[src/rtl/vga_pkg.sv]
// Shared encodings for the VGA test-pattern generator: FSM states, pattern
// modes and the eight-colour RGB565 bar table.
package vga_pkg;

  typedef enum logic [1:0] {
    ST_IDLE      = 2'd0,
    ST_PRE_WRITE = 2'd1,
    ST_WRITING   = 2'd2,
    ST_COMPLETE  = 2'd3
  } state_e;

  typedef enum logic [1:0] {
    MODE_RAMP    = 2'd0,
    MODE_BARS    = 2'd1,
    MODE_CHECKER = 2'd2,
    MODE_SOLID   = 2'd3
  } mode_e;

  // White, yellow, cyan, green, magenta, red, blue, black.
  localparam logic [15:0] BAR_RGB565 [8] = '{
    16'hFFFF, 16'hFFE0, 16'h07FF, 16'h07E0,
    16'hF81F, 16'hF800, 16'h001F, 16'h0000
  };

endpackage

[src/rtl/vga_pattern_pix.sv]
// Pure combinational pixel evaluator: maps (mode, seed, x, y) to one pixel
// value. The parent registers the result.
module vga_pattern_pix
  import vga_pkg::*;
#(
  parameter int H_ACTIVE = 1024,
  parameter int DATA_W   = 16,
  parameter int CHK_LOG2 = 5,
  parameter int X_W      = 10,
  parameter int Y_W      = 10
) (
  input  logic [1:0]        mode_i,
  input  logic [DATA_W-1:0] seed_i,
  input  logic [X_W-1:0]    x_i,
  input  logic [Y_W-1:0]    y_i,
  output logic [DATA_W-1:0] pix_o
);

  localparam int BAR_W = H_ACTIVE / 8;

  logic [2:0] bar_idx;
  logic       x_bit;
  logic       y_bit;

  // NOTE: every variable written here is assigned first, so no path infers a latch.
  always_comb begin
    bar_idx = 3'(x_i / X_W'(BAR_W));
    x_bit   = 1'(x_i >> CHK_LOG2);
    y_bit   = 1'(y_i >> CHK_LOG2);
    pix_o   = '0;
    case (mode_e'(mode_i))
      // Truncation to DATA_W is the mod 2^DATA_W wrap of the linear index.
      MODE_RAMP:    pix_o = seed_i + DATA_W'(y_i) * DATA_W'(H_ACTIVE) + DATA_W'(x_i);
      MODE_BARS:    pix_o = DATA_W'(BAR_RGB565[bar_idx]);
      MODE_CHECKER: pix_o = (x_bit ^ y_bit) ? '1 : '0;
      MODE_SOLID:   pix_o = seed_i;
      default:      pix_o = '0;
    endcase
  end

endmodule

[src/rtl/vga_pattern_gen.sv]
// Frame-based test-pattern source: one start edge produces one frame of
// H_ACTIVE x V_ACTIVE pixels, paced by wr_en, with registered outputs.
module vga_pattern_gen
  import vga_pkg::*;
#(
  parameter int H_ACTIVE = 1024,
  parameter int V_ACTIVE = 768,
  parameter int DATA_W   = 16,
  parameter int SPAN_NUM = 1,
  parameter int CHK_LOG2 = 5
) (
  input  logic              clk,
  input  logic              rst_n,
  input  logic              start_i,
  input  logic              abort_i,
  input  logic [1:0]        mode_i,
  input  logic              wr_en,
  output logic              data_en,
  output logic [DATA_W-1:0] dout,
  output logic              sof_o,
  output logic              eol_o,
  output logic              busy_o,
  output logic              done_o,
  output logic [15:0]       frame_cnt_o
);

  localparam int X_W = $clog2(H_ACTIVE);
  localparam int Y_W = (V_ACTIVE > 1) ? $clog2(V_ACTIVE) : 1;
  localparam logic [X_W-1:0] X_LAST = X_W'(H_ACTIVE - 1);
  localparam logic [Y_W-1:0] Y_LAST = Y_W'(V_ACTIVE - 1);

  logic [2:0]        sync_q, sync_d;
  logic [1:0]        vld_q, vld_d;
  logic              armed_q, armed_d;
  state_e            state_q, state_d;
  logic [X_W-1:0]    x_q, x_d;
  logic [Y_W-1:0]    y_q, y_d;
  mode_e             mode_q, mode_d;
  logic [DATA_W-1:0] seed_q, seed_d;
  logic              data_en_q, data_en_d;
  logic [DATA_W-1:0] dout_q, dout_d;
  logic              sof_q, sof_d;
  logic              eol_q, eol_d;
  logic              busy_q, busy_d;
  logic              done_q, done_d;
  logic [15:0]       frame_cnt_q, frame_cnt_d;

  logic              start_pulse;
  logic              accept;
  logic [DATA_W-1:0] pix;

  vga_pattern_pix #(
    .H_ACTIVE (H_ACTIVE),
    .DATA_W   (DATA_W),
    .CHK_LOG2 (CHK_LOG2),
    .X_W      (X_W),
    .Y_W      (Y_W)
  ) u_pix (
    .mode_i (mode_q),
    .seed_i (seed_q),
    .x_i    (x_q),
    .y_i    (y_q),
    .pix_o  (pix)
  );

  always_comb begin
    start_pulse = sync_q[1] & ~sync_q[2];
    accept      = (state_q == ST_WRITING) & wr_en & ~abort_i;

    sync_d      = {sync_q[1:0], start_i};
    // The reset zeros in the chain are not real samples; a start level held
    // across reset release must be seen low once before an edge counts.
    vld_d       = {vld_q[0], 1'b1};
    armed_d     = armed_q | (vld_q[1] & ~sync_q[1]);

    state_d     = state_q;
    x_d         = x_q;
    y_d         = y_q;
    mode_d      = mode_q;
    seed_d      = seed_q;
    frame_cnt_d = frame_cnt_q;

    data_en_d   = accept;
    dout_d      = accept ? pix : dout_q;
    sof_d       = accept & (x_q == '0) & (y_q == '0);
    eol_d       = accept & (x_q == X_LAST);

    if (abort_i && (state_q != ST_IDLE)) begin
      state_d = ST_IDLE;
    end else begin
      case (state_q)
        ST_IDLE: begin
          if (start_pulse && armed_q) state_d = ST_PRE_WRITE;
        end
        ST_PRE_WRITE: begin
          x_d     = '0;
          y_d     = '0;
          mode_d  = mode_e'(mode_i);
          state_d = ST_WRITING;
        end
        ST_WRITING: begin
          if (accept) begin
            if (x_q == X_LAST) begin
              x_d = '0;
              y_d = y_q + 1'b1;
              if (y_q == Y_LAST) begin
                state_d     = ST_COMPLETE;
                seed_d      = seed_q + DATA_W'(SPAN_NUM);
                frame_cnt_d = frame_cnt_q + 16'd1;
              end
            end else begin
              x_d = x_q + 1'b1;
            end
          end
        end
        ST_COMPLETE: state_d = ST_IDLE;
        default:     state_d = ST_IDLE;
      endcase
    end

    busy_d = (state_d != ST_IDLE);
    done_d = (state_d == ST_COMPLETE);
  end

  // NOTE: non-blocking assignments only, so every flop samples pre-edge values.
  always_ff @(posedge clk or negedge rst_n) begin
    if (!rst_n) begin
      sync_q      <= '0;
      vld_q       <= '0;
      armed_q     <= 1'b0;
      state_q     <= ST_IDLE;
      x_q         <= '0;
      y_q         <= '0;
      mode_q      <= MODE_RAMP;
      seed_q      <= '0;
      data_en_q   <= 1'b0;
      dout_q      <= '0;
      sof_q       <= 1'b0;
      eol_q       <= 1'b0;
      busy_q      <= 1'b0;
      done_q      <= 1'b0;
      frame_cnt_q <= '0;
    end else begin
      sync_q      <= sync_d;
      vld_q       <= vld_d;
      armed_q     <= armed_d;
      state_q     <= state_d;
      x_q         <= x_d;
      y_q         <= y_d;
      mode_q      <= mode_d;
      seed_q      <= seed_d;
      data_en_q   <= data_en_d;
      dout_q      <= dout_d;
      sof_q       <= sof_d;
      eol_q       <= eol_d;
      busy_q      <= busy_d;
      done_q      <= done_d;
      frame_cnt_q <= frame_cnt_d;
    end
  end

  assign data_en     = data_en_q;
  assign dout        = dout_q;
  assign sof_o       = sof_q;
  assign eol_o       = eol_q;
  assign busy_o      = busy_q;
  assign done_o      = done_q;
  assign frame_cnt_o = frame_cnt_q;

endmodule

[config.mk]
export PLATFORM = sky130hd
export DESIGN_NAME = vga_pattern_gen
export DESIGN_NICKNAME = d
export VERILOG_FILES = /design/src/rtl/vga_pkg.sv /design/src/rtl/vga_pattern_pix.sv /design/src/rtl/vga_pattern_gen.sv
export SDC_FILE = /design/constraint.sdc
export NUM_CORES = 1
export LEC_CHECK = 0
export BUFFER_PORTS_ARGS = -buffer_cell sky130_fd_sc_hd__buf_2
export CAP_MARGIN = 20
export CORE_ASPECT_RATIO = 1.4
export CORE_MARGIN = 1
export CORE_UTILIZATION = 44
export CTS_CLUSTER_SIZE = 14
export DETAILED_ROUTE_END_ITERATION = 10
export REMOVE_ABC_BUFFERS = 1
export SETUP_SLACK_MARGIN = 0.3
export SLEW_MARGIN = 0
export SYNTH_ARGS = -nofsm -noshare
export SYNTH_HDL_FRONTEND = slang
export SYNTH_HIERARCHICAL = 1
export SYNTH_SLANG_ARGS = --single-unit
[constraint.sdc]
create_clock -name clk -period 2.2 [get_ports clk]
set_input_delay 0.44 -clock clk [delete_from_list [all_inputs] [get_ports clk]]
set_output_delay 0.44 -clock clk [all_outputs]
set_load 0.01 [all_outputs]
==> impl_summary.txt <==
----------------------------------------------------
[Routing]
  Routed via count divided by cell count ... 5.508
  Number of remaining DRC errors ... 0
  WL per Instance ... 16.90 microns
  Detailed Route Iter0 Violations ... 228
  Total via count in the routed design ... 4197
  DR pass1 iterations ... 4
  Final WL ... 12880 microns
  Antenna violation net count after detailed routing ... 0

[Critical path]
  Family with the most delay on the worst path ... compound AO/OA/AOI/OAI gates
  End point of the critical path ... dout[12]
  Biggest cell delay along the critical path ... 390 ps
  Start-to-end type of the worst setup path ... flop to flop
  Worst reg2reg path depth ... 11
  Crit. End Element ... flop
  Critical register-to-register path startpoint ... seed_q[0]
  Worst EP arrival ... 2450 ps
  Reg-to-reg endpoint ... dout[12]
  Worst setup startpoint ... seed_q[0]
  Setup slack on the worst flop-to-flop path ... -8 ps
  Kind of start point of the critical path ... flop
  Slowest stage cell on the critical path ... sky130_fd_sc_hd__dfrtp_1
  Cell breakdown of the critical path ... ha_2 -> fa_2 -> a21oi_2 -> buf_4 -> o211ai_1 -> and2_4 -> a21oi_2 -> xnor2_1 -> a221o_1 -> nand2_1 -> nand2_1
  Buffers & Inverters on Critical Path ... 1
  Maximum fanout encountered on the critical timing path ... 2
  CP Data Required Time ... 2440 ps
  Stages on worst setup path ... 11

[CTS]
  Root buf cell ... sky130_fd_sc_hd__clkbuf_16
  Max clock buf depth ... 2
  Number of buffers added by the clock tree synthesis step ... 9
  Clk sinks ... 83
  CTS H-Tree Depth ... 3
  Clock insertion delay at the later pin of the skew report ... 340 ps
  Clock edge transition at the registers on the reported setup and hold paths ... 70 ps
  Number of hold buffers added after CTS ... 0
  Clock tree from TritonCTS ... built

[Outcome]
  Outcome ... complete, but fails checks
  Failing checks ... setup timing

[Synthesis]
  Library cell with the largest summed area after synthesis ... sky130_fd_sc_hd__dfrtp_1
  Cell area after technology mapping ... 4855 sq um
  Proportion of synthesized chip area in sequential cells ... 42.78%
  Synthesized-area fraction occupied by xor and xnor cells ... 10.64%
  Average size of a mapped cell ... 9.519 sq um
  Area share of fa/ha/maj cells after synthesis ... 6.598%
  Share of synthesized flip-flops with an asynchronous set or reset ... 100.0%
  Yosys synthesis warning count ... 6
  Synthesized netlist cell count ... 510
  Leading post-synthesis cells by cell area ... sky130_fd_sc_hd__dfrtp_1 43%, sky130_fd_sc_hd__xnor2_1 7.8%, sky130_fd_sc_hd__ha_1 6.2%
  Leading register cell type out of synthesis ... sky130_fd_sc_hd__dfrtp_1
  Simple-gate area share of the yosys netlist ... 22.45%
  FF+latch count, synth ... 83
  Compound-gate portion of the synthesized area ... 13.02%
  Most common cell in the synthesized netlist ... sky130_fd_sc_hd__dfrtp_1
  Number of enable-type register cells in the synthesized netlist ... 0
  Area share of the leading cell type in the synthesized netlist ... 42.78%
  Count of different cell masters after synthesis ... 67
  Post-synthesis mux area share ... 1.340%
  Largest family of logic cells by synthesized area ... simple AND/OR/NAND/NOR gates
  Commonest cells in the synthesized netlist ... 83 x sky130_fd_sc_hd__dfrtp_1, 79 x sky130_fd_sc_hd__nand2_1, 43 x sky130_fd_sc_hd__xnor2_1

[Power and ir drop]
  Cell leakage power ... 3.233 nW
  Switching Power ... 0.001786 W
  Switching Share ... 36.14%
  Peak VDD IR ... 0.6344 mV
  Part of the total power dissipated in combinational logic ... 33.3%
  Internal power of the cells ... 0.003155 W
  Power per unit of standard cell area ... 736.7 nW/um^2
  Clock share of power ... 29.5%
  Relative contribution of sequential cells to total power ... 37.2%

[Global routing]
  Pin count of the biggest net entering global routing ... 50
  Total grt overflow ... 0
  Vias in the first global route ... 4160
  Wire length of the first global-routing pass ... 20690 microns
  Global-route total usage across every layer ... 22.99%
  Number of antenna violations at the first check in global routing ... 0

[Timing]
  Final critical-path required period ... 2208 ps
  Worst slew margin ... 54.88%
  Final setup fails ... 1
  Tcrit/Tclk final ... 100.4%
  Fin Setup TNS ... -8.073 ps
  Number of slew-limit violations in the final report ... 0
  PnR worst setup slack ... -8.073 ps
  Final Hold Violating Endpoints ... 0
  Worst clock skew ... 7.870 ps
  Timing-limited maximum frequency ... 452.9 MHz
  Transition time at the pin with the least slew margin ... 674.3 ps
  Setup repair after global routing missed its margin ... true
  Worst hold margin ... 35.75 ps

[Floorplanning]
  Overall die area ... 11460 sq um
  Horizontal extent of the die ... 90.78 microns
  Row count ... 45
  Number of ports placed on the die boundary ... 44
  Starting density of the core ... 44.91%
  DIE HEIGHT ... 126.3 microns
  Core ar. ... 10810 sq um

[Cells and area]
  Antenna cell count ... 0
  Final net count ... 648
  Layout Area Growth over Synthesis ... 38.14%
  Fraction of final layout cells sized beyond drive strength 1 ... 38.97%
  Filler Cells Inserted ... 898

[Place]
  Port bufs ... 43
  Weighted congestion reported at the end of routability-driven placement ... 0.9281
  Sum of net half-perimeters after detailed placement ... 8483 microns

[Job]
  MaxCap Viol Count ... 0

[Min path]
  Path category of the worst min-delay check ... input pin to async pin

----------------------------------------------------
-- final cells by class --
cell class	instances	area (sq um)	share of cell area (%)
clock inverters	7	60.06	0.8955
inverters	17	63.81	0.9515
flip-flops and latches	83	2091	31.18
repair buffers	112	844.6	12.59
multi-input cells	393	3246	48.40
clock buffers	9	225.2	3.358
well taps	141	176.4	2.631
-- sequential cells by signal (all words and copies together) (netlist names), 2 cells and up --
register	cells
dout	16
frame_cnt_o	16
mode_q	2
seed_q	16
state_q	2
sync_q	3
vld_q	2
x_q	10
y_q	10
-- timing repair --
item / 4_1_cts / 5_1_grt
buffers inserted: 16 / 7
pin swaps: 41 / 43
endpoints found under the setup margin: 50 / 68
gates resized for setup: 81 / 63
cloned: 2 / 0
-- worst min-delay path by stage --
| stage | startpoint | endpoint | slack, ps |
|---|---|---|---|
| after floorplan | rst_n | armed_q | 140 |
| after global placement | sync_q[0] | sync_q[1] | 340 |
| after detailed placement | sync_q[0] | sync_q[1] | 340 |
| after CTS | rst_n | data_en | 60 |
| after global routing | rst_n | data_en | 80 |
| final | rst_n | data_en | 40 |
-- cell usage in the layout (no fill, tap or decap), types with 5 or more instances in the layout --
| cell | Yosys | routed |
|---|---|---|
| sky130_fd_sc_hd__a21o_1 | 8 | 8 |
| sky130_fd_sc_hd__a21oi_1 | 24 | 18 |
| sky130_fd_sc_hd__a21oi_2 | 6 | 10 |
| sky130_fd_sc_hd__and3_1 | 15 | 15 |
| sky130_fd_sc_hd__buf_2 | 3 | 42 |
| sky130_fd_sc_hd__buf_4 | 1 | 53 |
| sky130_fd_sc_hd__buf_6 | 2 | 11 |
| sky130_fd_sc_hd__clkbuf_16 | 0 | 9 |
| sky130_fd_sc_hd__dfrtp_1 | 83 | 72 |
| sky130_fd_sc_hd__dfrtp_2 | 0 | 11 |
| sky130_fd_sc_hd__ha_1 | 24 | 5 |
| sky130_fd_sc_hd__ha_2 | 0 | 5 |
| sky130_fd_sc_hd__ha_4 | 0 | 14 |
| sky130_fd_sc_hd__inv_1 | 16 | 15 |
| sky130_fd_sc_hd__nand2_1 | 79 | 69 |
| sky130_fd_sc_hd__nand2_4 | 0 | 8 |
| sky130_fd_sc_hd__nand3_1 | 27 | 16 |
| sky130_fd_sc_hd__nand3_2 | 1 | 8 |
| sky130_fd_sc_hd__nand4_1 | 22 | 22 |
| sky130_fd_sc_hd__nor2_1 | 34 | 33 |
| sky130_fd_sc_hd__o21ai_0 | 9 | 8 |
| sky130_fd_sc_hd__xnor2_1 | 43 | 32 |
| sky130_fd_sc_hd__xnor2_2 | 0 | 10 |
| sky130_fd_sc_hd__xor2_1 | 16 | 15 |
-- logic make-up after synthesis --
group / after synthesis
AND/OR/NAND/NOR: 214
AO/OA/AOI/OAI: 88
flip-flops: 83
XOR/XNOR: 59
buffers and inverters: 34
adder cells (fa/ha/maj): 25
multiplexers: 6
other: 1
-- power by group through the flow --
| stage | combinational (W) | clock [W] | sequential [W] |
|---|---|---|---|
| floorplan | 0.000749 | 0 | 0.00197 |
| global route | 0.00183 | 0.00156 | 0.00186 |
| CTS | 0.00158 | 0.00150 | 0.00183 |
| global placement | 0.00143 | 0 | 0.00185 |
| detailed placement | 0.00145 | 0 | 0.00186 |
| finish | 0.00165 | 0.00146 | 0.00184 |
-- metrics by stage --
stage               power, W  cell area, sq um  worst slack (ps)  instances  util (%)
floorplan           0.002717              4768            -599.8        493         -
global placement    0.003282              5518            -79.05        721     51.04
detailed placement  0.003310              5518            -73.68        721     51.04
CTS                 0.004914              6334             56.91        755     58.59
global route        0.005244              6706            -122.0        762     62.04
finish              0.004941              6706            -8.073        762     62.04
-- routing by layer --
layer / track usage [%] / up-vias / part of all wire (%)
li1: - / 2007 / -
met1: 27.69 / 2083 / 42
met2: 39.17 / 83 / 52
met3: 4.106 / 24 / 2.8
met4: 11.86 / 0 / 3.2
met5: 0 / - / 0
Note: power is estimated with default switching activity, not from simulation.
